==> src/rtl/tnoc_input_port_requester_if.sv <==
// Link-side and port-control signals of one router input port; master = requester, slave = link/arbiters.
// All widths follow the router flit format; the 5-bit vectors are ordered xp, xm, yp, ym, l.
interface tnoc_input_port_requester_if #(
  parameter int FLIT_WIDTH = 40
);
  logic                  flit_in_valid;
  logic                  flit_in_ready;
  logic [FLIT_WIDTH-1:0] flit_in;
  logic [4:0]            port_request;
  logic [4:0]            port_grant;
  logic [4:0]            port_free;
  logic [4:0]            flit_out_valid;
  logic [4:0]            flit_out_ready;
  logic [FLIT_WIDTH-1:0] flit_out;
  logic                  error;

  modport master (
    input  flit_in_valid, flit_in, port_grant, flit_out_ready,
    output flit_in_ready, port_request, port_free, flit_out_valid, flit_out, error
  );

  modport slave (
    output flit_in_valid, flit_in, port_grant, flit_out_ready,
    input  flit_in_ready, port_request, port_free, flit_out_valid, flit_out, error
  );
endinterface

==> src/rtl/tnoc_input_port_requester.sv <==
// Buffers one link, XY-routes each packet, requests/forwards to one output port; head-to-valid 3 cycles.
// Input stalls only when the FIFO is full (no bypass); TNOC_INPUT_PORT_ORPHAN_CHECK_EN drops stray body flits in IDLE.
module tnoc_input_port_requester #(
  parameter int FLIT_WIDTH = 40,
  parameter int ID_WIDTH   = 3,
  parameter int LOCAL_X    = 0,
  parameter int LOCAL_Y    = 0,
  parameter int FIFO_DEPTH = 4
) (
  input logic                          clk,
  input logic                          rst,
  tnoc_input_port_requester_if.master  bus
);
  localparam int PTR_W = (FIFO_DEPTH > 1) ? $clog2(FIFO_DEPTH) : 1;
  localparam int CNT_W = $clog2(FIFO_DEPTH + 1);
  localparam logic [ID_WIDTH-1:0] LX = ID_WIDTH'(LOCAL_X);
  localparam logic [ID_WIDTH-1:0] LY = ID_WIDTH'(LOCAL_Y);

  typedef enum logic [1:0] {IDLE, REQUEST, FORWARD} state_e;

  logic [FLIT_WIDTH-1:0] mem_q [FIFO_DEPTH];
  logic [PTR_W-1:0]      wr_ptr_q, wr_ptr_d, rd_ptr_q, rd_ptr_d;
  logic [CNT_W-1:0]      count_q, count_d;
  state_e                state_q;
  logic [4:0]            route_q, req_q;

  logic                  empty, push, pop, fwd_hs, orphan;
  logic [FLIT_WIDTH-1:0] head;
  logic [4:0]            fwd_vld, head_route;

  function automatic logic [4:0] calc_route(input logic [ID_WIDTH-1:0] dx,
                                            input logic [ID_WIDTH-1:0] dy);
    if (dx > LX)      return 5'b00001;
    else if (dx < LX) return 5'b00010;
    else if (dy > LY) return 5'b00100;
    else if (dy < LY) return 5'b01000;
    else              return 5'b10000;
  endfunction

  function automatic logic [PTR_W-1:0] next_ptr(input logic [PTR_W-1:0] p);
    return (p == PTR_W'(FIFO_DEPTH - 1)) ? '0 : p + 1'b1;
  endfunction

  assign empty      = (count_q == '0);
  assign head       = mem_q[rd_ptr_q];
  assign head_route = calc_route(head[ID_WIDTH-1:0], head[2*ID_WIDTH-1:ID_WIDTH]);

  assign bus.flit_in_ready = (count_q != CNT_W'(FIFO_DEPTH));
  assign push              = bus.flit_in_valid & bus.flit_in_ready;

  assign fwd_vld = (state_q == FORWARD) ? (route_q & {5{~empty}}) : 5'b0;
  assign fwd_hs  = |(fwd_vld & bus.flit_out_ready);

`ifdef TNOC_INPUT_PORT_ORPHAN_CHECK_EN
  // A body flit at the head while idle has lost its header: discard it.
  assign orphan    = (state_q == IDLE) & ~empty & ~head[FLIT_WIDTH-1];
  assign bus.error = orphan;
`else
  assign orphan    = 1'b0;
  assign bus.error = 1'b0;
`endif

  assign pop = fwd_hs | orphan;

  assign bus.port_request   = req_q;
  assign bus.flit_out_valid = fwd_vld;
  assign bus.flit_out       = (state_q == FORWARD) ? head : '0;
  assign bus.port_free      = (fwd_hs & head[FLIT_WIDTH-2]) ? route_q : 5'b0;

  always_comb begin
    wr_ptr_d = wr_ptr_q;
    rd_ptr_d = rd_ptr_q;
    count_d  = count_q;
    if (push) wr_ptr_d = next_ptr(wr_ptr_q);
    if (pop)  rd_ptr_d = next_ptr(rd_ptr_q);
    case ({push, pop})
      2'b10:   count_d = count_q + 1'b1;
      2'b01:   count_d = count_q - 1'b1;
      default: count_d = count_q;
    endcase
  end

  always_ff @(posedge clk) begin
    if (push) mem_q[wr_ptr_q] <= bus.flit_in;
  end

  always_ff @(posedge clk) begin
    if (rst) begin
      wr_ptr_q <= '0;
      rd_ptr_q <= '0;
      count_q  <= '0;
    end else begin
      wr_ptr_q <= wr_ptr_d;
      rd_ptr_q <= rd_ptr_d;
      count_q  <= count_d;
    end
  end

  // Request is held from route latch until the tail leaves; grant is only consulted in REQUEST.
  always_ff @(posedge clk) begin
    if (rst) begin
      state_q <= IDLE;
      route_q <= 5'b0;
      req_q   <= 5'b0;
    end else begin
      case (state_q)
        IDLE: begin
          if (!empty && !orphan) begin
            route_q <= head_route;
            req_q   <= head_route;
            state_q <= REQUEST;
          end
        end
        REQUEST: begin
          if (|(bus.port_grant & route_q)) state_q <= FORWARD;
        end
        FORWARD: begin
          if (fwd_hs && head[FLIT_WIDTH-2]) begin
            req_q   <= 5'b0;
            state_q <= IDLE;
          end
        end
        default: state_q <= IDLE;
      endcase
    end
  end
endmodule

==> src/flat_wrapper.sv <==
// flat-port wrapper written by rule: the top's interface ports become plain ports
module tnoc_input_port_requester_flat 
#(
  parameter int FLIT_WIDTH = 40,
  parameter int ID_WIDTH   = 3,
  parameter int LOCAL_X    = 0,
  parameter int LOCAL_Y    = 0,
  parameter int FIFO_DEPTH = 4
)
  (clk, rst, bus_flit_in_valid, bus_flit_in, bus_port_grant, bus_flit_out_ready, bus_flit_in_ready, bus_port_request, bus_port_free, bus_flit_out_valid, bus_flit_out, bus_error);
  tnoc_input_port_requester_if #(.FLIT_WIDTH(FLIT_WIDTH)) bus_i ();
  input logic clk;
  input logic rst;
  input wire logic [$bits(bus_i.flit_in_valid)-1:0] bus_flit_in_valid;
  input wire logic [$bits(bus_i.flit_in)-1:0] bus_flit_in;
  input wire logic [$bits(bus_i.port_grant)-1:0] bus_port_grant;
  input wire logic [$bits(bus_i.flit_out_ready)-1:0] bus_flit_out_ready;
  output wire logic [$bits(bus_i.flit_in_ready)-1:0] bus_flit_in_ready;
  output wire logic [$bits(bus_i.port_request)-1:0] bus_port_request;
  output wire logic [$bits(bus_i.port_free)-1:0] bus_port_free;
  output wire logic [$bits(bus_i.flit_out_valid)-1:0] bus_flit_out_valid;
  output wire logic [$bits(bus_i.flit_out)-1:0] bus_flit_out;
  output wire logic [$bits(bus_i.error)-1:0] bus_error;
  assign bus_i.flit_in_valid = bus_flit_in_valid;
  assign bus_i.flit_in = bus_flit_in;
  assign bus_i.port_grant = bus_port_grant;
  assign bus_i.flit_out_ready = bus_flit_out_ready;
  assign bus_flit_in_ready = bus_i.flit_in_ready;
  assign bus_port_request = bus_i.port_request;
  assign bus_port_free = bus_i.port_free;
  assign bus_flit_out_valid = bus_i.flit_out_valid;
  assign bus_flit_out = bus_i.flit_out;
  assign bus_error = bus_i.error;
  tnoc_input_port_requester #(.FLIT_WIDTH(FLIT_WIDTH), .ID_WIDTH(ID_WIDTH), .LOCAL_X(LOCAL_X), .LOCAL_Y(LOCAL_Y), .FIFO_DEPTH(FIFO_DEPTH)) u_core (.clk(clk), .rst(rst), .bus(bus_i));
endmodule
==> config.mk <==
export PLATFORM = sky130hd
export DESIGN_NAME = tnoc_input_port_requester_flat
export DESIGN_NICKNAME = d
export VERILOG_FILES = /design/src/rtl/tnoc_input_port_requester_if.sv /design/src/rtl/tnoc_input_port_requester.sv /design/src/flat_wrapper.sv
export SDC_FILE = /design/constraint.sdc
export NUM_CORES = 1
export LEC_CHECK = 0
export CORE_ASPECT_RATIO = 0.75
export CORE_MARGIN = 2
export CORE_UTILIZATION = 35
export CTS_CLUSTER_DIAMETER = 40
export DETAILED_ROUTE_END_ITERATION = 10
export DONT_BUFFER_PORTS = 1
export RECOVER_POWER = 25
export SLEW_MARGIN = 20
export SYNTH_ARGS = -nofsm -noshare
export SYNTH_HDL_FRONTEND = slang
export SYNTH_SLANG_ARGS = --single-unit
==> constraint.sdc <==
create_clock -name clk -period 4 [get_ports clk]
set_input_delay 0.4 -clock clk [delete_from_list [all_inputs] [get_ports clk]]
set_output_delay 0.4 -clock clk [all_outputs]
set_load 0.05 [all_outputs]
### Word level (Yosys, flattened, before mapping)

Memory sizes are Yosys's and may differ from the RTL's. A register that Yosys moved wholly into a read port is not among the register bits.
Index checks and enable logic that the tools add are counted.

* add/sub/neg operators: 4
* order comparisons: 4
* equal/unequal tests: 10
* muxes and demuxes: 21
* bitwise operators: 6
* reductions and logical operators: 10

Operator list (number)
* two-way mux 40 bit: 1
* two-way mux 5 bit: 8
* AND 5 bit: 3
* two-way mux 2 bit: 7
* one-hot mux 5 bit (2 select lines): 1
* OR reduction 5 bit: 2
* == test 2 bit, second input constant: 4
* greater-than comparator 3 x 1 -> 1 bit, second input constant: 2
* less-than comparator 3 x 1 -> 1 bit, second input constant: 2
* one-hot mux 2 bit (3 select lines): 1
* one-hot mux 3 bit (2 select lines): 1
* AND reduction 3 bit: 2
* adder 2 x 1 -> 2 bit, second input constant: 2
* == test 2 x 1 -> 1 bit, second input constant: 2
* != test 2 bit, second input constant: 2
* nonzero test 2 bit: 2
* adder 3 x 1 -> 3 bit, second input constant: 1
* logical NOT 3 bit: 1
* != test 3 bit, second input constant: 1
* subtractor 3 x 1 -> 3 bit, second input constant: 1
* AND 1 bit: 2
* logical NOT 2 bit: 1
* two-way mux 1 bit: 2
* != test 2 x 1 -> 1 bit, second input constant: 1
* other kinds (3): 3

* flip-flop bits (word level): 19
* RAM bits: 160
* output and inout bits: 57
* word-level logic and storage cells: 62
* memories kept: 1

Memory list
* u_core.mem_q: words 4, width 40, read ports 1, clocked after memory_dff 1, write ports 1, line tnoc_input_port_requester.sv:21 `logic [FLIT_WIDTH-1:0] mem_q [FIFO_DEPTH];`

### Logic depth before layout (Yosys ltp)

* word-level depth: 9
* mapped depth: 9

### Worst setup path before layout

No wires, ideal clock.

* kind: flip-flop to flip-flop
* from: register u_core.count_q[0]
* to: register u_core.count_q[2]
* library setup time: 0.070 ns
* arrival time: 2.573 ns
* required time: 3.930 ns
* slack: 1.357 ns
* cell stages (with the launch flop): 10
* path buffers: 1
* clock period less this slack: 2.643 ns
* path through: dfxtp_1 -> or3b_2 -> clkbuf_1 -> nand2_1 -> ha_1 -> inv_1 -> fa_1 -> xor2_1 -> or3_1 -> a21oi_1

* elaborated cells between the ends (all ways): 14

RTL lines
* start, declared: line tnoc_input_port_requester.sv:23 `logic [CNT_W-1:0] count_q, count_d;`
* start signal, assigned: line tnoc_input_port_requester.sv:95 `count_q <= count_d;`
* != test 3 bit *: line tnoc_input_port_requester.sv:48 `assign bus.flit_in_ready = (count_q != CNT_W'(FIFO_DEPTH));`
* via bus_flit_in_ready: line flat_wrapper.sv:18 `output wire logic [$bits(bus_i.flit_in_ready)-1:0] bus_flit_in_ready;`
* AND 1 bit *: line tnoc_input_port_requester.sv:49 `assign push = bus.flit_in_valid & bus.flit_in_ready;`
* == test 2 x 1 -> 1 bit / == test 2 bit (equally long branches): line tnoc_input_port_requester.sv:76 `case ({push, pop})`
* one-hot mux 3 bit (2 select lines) / nonzero test 2 bit (equally long branches)

Mark *: on every way through the listed nets, which the timed path passes. The rest lies on a longest branch.
A chain may end at the register's enable or synchronous reset.

==> metrics.txt <==
Post-Synth Simple-Gate Area=0.0738; weighted congestion at the end of routability-driven global placement=0.770; starting utilization of the core area=0.359; achievable clock frequency=around 0.32 GHz; compound-cell area share of the yosys netlist=0.0133; worst reg2reg startpoint=u_core.count_q[2]; data required time at the worst endpoint=3.60 ns; final hold violation count=0; fraction of synthesized cell area taken by the top area cell type=0.688; number of post-CTS setup repair buffers=0; number of global-route vias before repair=roughly 3500; top cells by area, synth=sky130_fd_sc_hd__edfxtp_1, sky130_fd_sc_hd__mux4_2, sky130_fd_sc_hd__dfxtp_1; setup TNS after final layout=0 ns; largest net degree at the start of global routing=45; area share of xor/xnor cells in the synthesized design=0.00251; CP max stage cell=sky130_fd_sc_hd__nor2b_1; syn avg cell area=19.5 sq um; ratio of final minimum period to clock period=0.775; largest incremental delay on the critical path=around 0.83 ns; count of final setup violators=0; commonest non-fill, non-tap cell in the layout=sky130_fd_sc_hd__edfxtp_1; largest family of logic cells by synthesized area=multiplexers; row cnt=44; Final Max Slew Viols=0; total vias in the final route=3188; via density per instance=5.04; number of buffers on the longest clock path=2; antenna violations before repair=0; Hold Path Depth=1; die area=21100 sq um; adder-cell share of the synthesized area=0.0136; post-cts hold buffer count=0; path depth of the worst reg2reg path=8; CP Cell Sequence=buf_4 > mux4_2 > nor2b_1; outcome=complete, no violations; Die Ht=126 um; CTS tree=yes; startpoint-to-endpoint class of the critical path=flip-flop to primary output; Final Net Count=427; share of cell area taken by muxes after synthesis=0.135; arrival time of the worst setup path=2.70 ns; post-cts repair resize count=0; number of I/O pins=110; Setup crit start kind=flip-flop; post-synthesis cell count=358; GRT Util Overall=0.133; cell type with the largest total area after synthesis=sky130_fd_sc_hd__edfxtp_1; first-pass GRT wire length=20500 um; highest-count cells in the layout ignoring fill and taps=sky130_fd_sc_hd__edfxtp_1, sky130_fd_sc_hd__nor2b_1, sky130_fd_sc_hd__mux4_2; flops & latches, synth=177; detail-routed net length per standard cell=20.9 um; Detailed Place HPWL=around 8100 um; total CTS buffers=17; Root Driver=sky130_fd_sc_hd__clkbuf_16; CTS sink count=177; share of post-route cells with drive strength above 1=0.239; worst-case headroom to the max-slew limit=0.299; Synth cell types=37; capturing element type of the critical path=primary output; share of flip-flops with an asynchronous set or reset=0; DR DRC count=0; leakage component of the power=2.48 nW; total power divided by cell area=536 nW/um^2; RSZ-0062 raised after global routing=no; worst path buffer plus inverter count=1; ANT cells=0; Placement Setup Slack=1.30 ns; number of synthesis warnings=0; cell family with most CP delay=simple AND/OR/NAND/NOR gates; PortBufs=0; R2R Path End=u_core.count_q[2]; Hold Path Sink=u_core.route_q[4]; placeable core area=19400 sq um; final critical path time including I/O delays and setup=roughly 3.1 ns; violation count after the first detailed-route iteration=between 200 and 250; clock latency at the later pin of the worst-skew pair=0.43 ns; r2r setup slk=1.32 ns; reported max-cap violation count=0; highest ir drop seen on vdd=~370 uV; GRT Residual Overflow=0; CTS HTree Levels=4; HP Class=input pin to flip-flop; sequential cell area fraction in the yosys report=0.737; area of the mapped netlist=~7000 sq um; number of enable-type register cells in the synthesized netlist=160; Max FO, Critical Path=23; worst path setup slack after routing=around 0.9 ns; area added between synthesis and finish=12.7%; clock-pin slew on the worst setup and hold paths=0.06 ns; routed wire length=13200 um; number of antenna-violating nets in the routed design=0; first-pass detailed-route iteration total=4; Die Span X=167 um; dominant register cell in the synthesized netlist=sky130_fd_sc_hd__edfxtp_1; setup skew after layout=0.0112 ns; worst-margin pin slew=roughly 1.0 ns; min-delay src=rst
layer usage:
metal	share of wire	global-route usage	up-vias	wire length, um
met3	0.088	0.0646	11	1160
li1	-	-	1413	-
met1	0.40	0.151	1666	5300
met5	0	0	-	0
met2	0.50	0.219	98	6570
met4	0.013	0.0482	0	177
through the flow:
step,cell area (sq um),utilization,total power [mW],hold WS (ns),cells
2_1_floorplan,7010,-,2.49,0.462,364
3_3_place_gp,7250,0.373,2.54,0.465,601
3_5_place_dp,7250,0.373,2.55,0.467,601
4_1_cts,7870,0.405,4.28,0.00788,633
5_1_grt,7870,0.405,4.38,0.00697,633
6_report,7870,0.405,4.22,0.0340,633
how the worst max path moves through the flow:
stage / start / to / slack (ns) / depth (start not counted)
final: flip-flop / bus_flit_out[27] / 0.90 / 3
after global routing: flip-flop / bus_port_free[0] / 0.69 / 4
after CTS: flip-flop / bus_port_free[0] / 0.82 / 4
after detailed placement: flip-flop / bus_port_free[0] / 1.30 / 4
after global placement: flip-flop / bus_port_free[0] / 1.30 / 4
after floorplan: u_core.count_q[0] / u_core.count_q[2] / 1.36 / 9
kinds of logic (layout without fill, tap and decap cells):
family | Yosys count | after routing
flip-flops | 177 | 177
multiplexers | 43 | 43
XOR/XNOR | 2 | 2
AND/OR/NAND/NOR | 83 | 83
other | 1 | 7
adder cells (fa/ha/maj) | 7 | 7
AO/OA/AOI/OAI | 14 | 14
buffers and inverters | 31 | 47
worst reg2reg max path: stages, from the launching register on:
cell and delay [ns]:
sky130_fd_sc_hd__dfxtp_1 0.37, sky130_fd_sc_hd__or3b_2 0.66, sky130_fd_sc_hd__nand2_1 0.24, sky130_fd_sc_hd__ha_1 0.21, sky130_fd_sc_hd__inv_1 0.07, sky130_fd_sc_hd__fa_1 0.42
sky130_fd_sc_hd__xor2_1 0.16, sky130_fd_sc_hd__or3_1 0.31, sky130_fd_sc_hd__a21oi_1 0.16
cell type report:
cell class,count,area (sq um)
timing repair buffer,8,60.1
clock inverter,15,195
multi-input combinational,156,1700
tap,253,317
fill,1737,11600
clock buffer,17,425
inverter,7,26.3
sequential,177,5150
sequential cells by signal, summed over array words and instances, names as in the netlist, named ones only:
name and count:
u_core.rd_ptr_q 2, u_core.wr_ptr_q 2, u_core.state_q 2, u_core.route_q 3
u_core.mem_q 160, u_core.bus.port_request 3, u_core.count_q 3
power breakdown:
group / leakage, nW / switching (mW) / internal, mW
clock network: 0.301 / 0.756 / 0.955
logic: 0.565 / 0.282 / 0.0832
registers: 1.61 / 0.0384 / 2.10
synth_stat cells, drive strengths merged, types with 2 or more instances:
cell	n
nor2	10
and3	6
nor3	3
nand2	6
a21oi	8
and2	3
ha	6
or3	4
nor2b	42
nand3	4
a211oi	2
mux4	40
xor2	2
buf	16
edfxtp	160
a22oi	2
dfxtp	17
inv	7
mux2i	2
clkbuf	8
No activity file was read; power rests on OpenSTA's default activity.
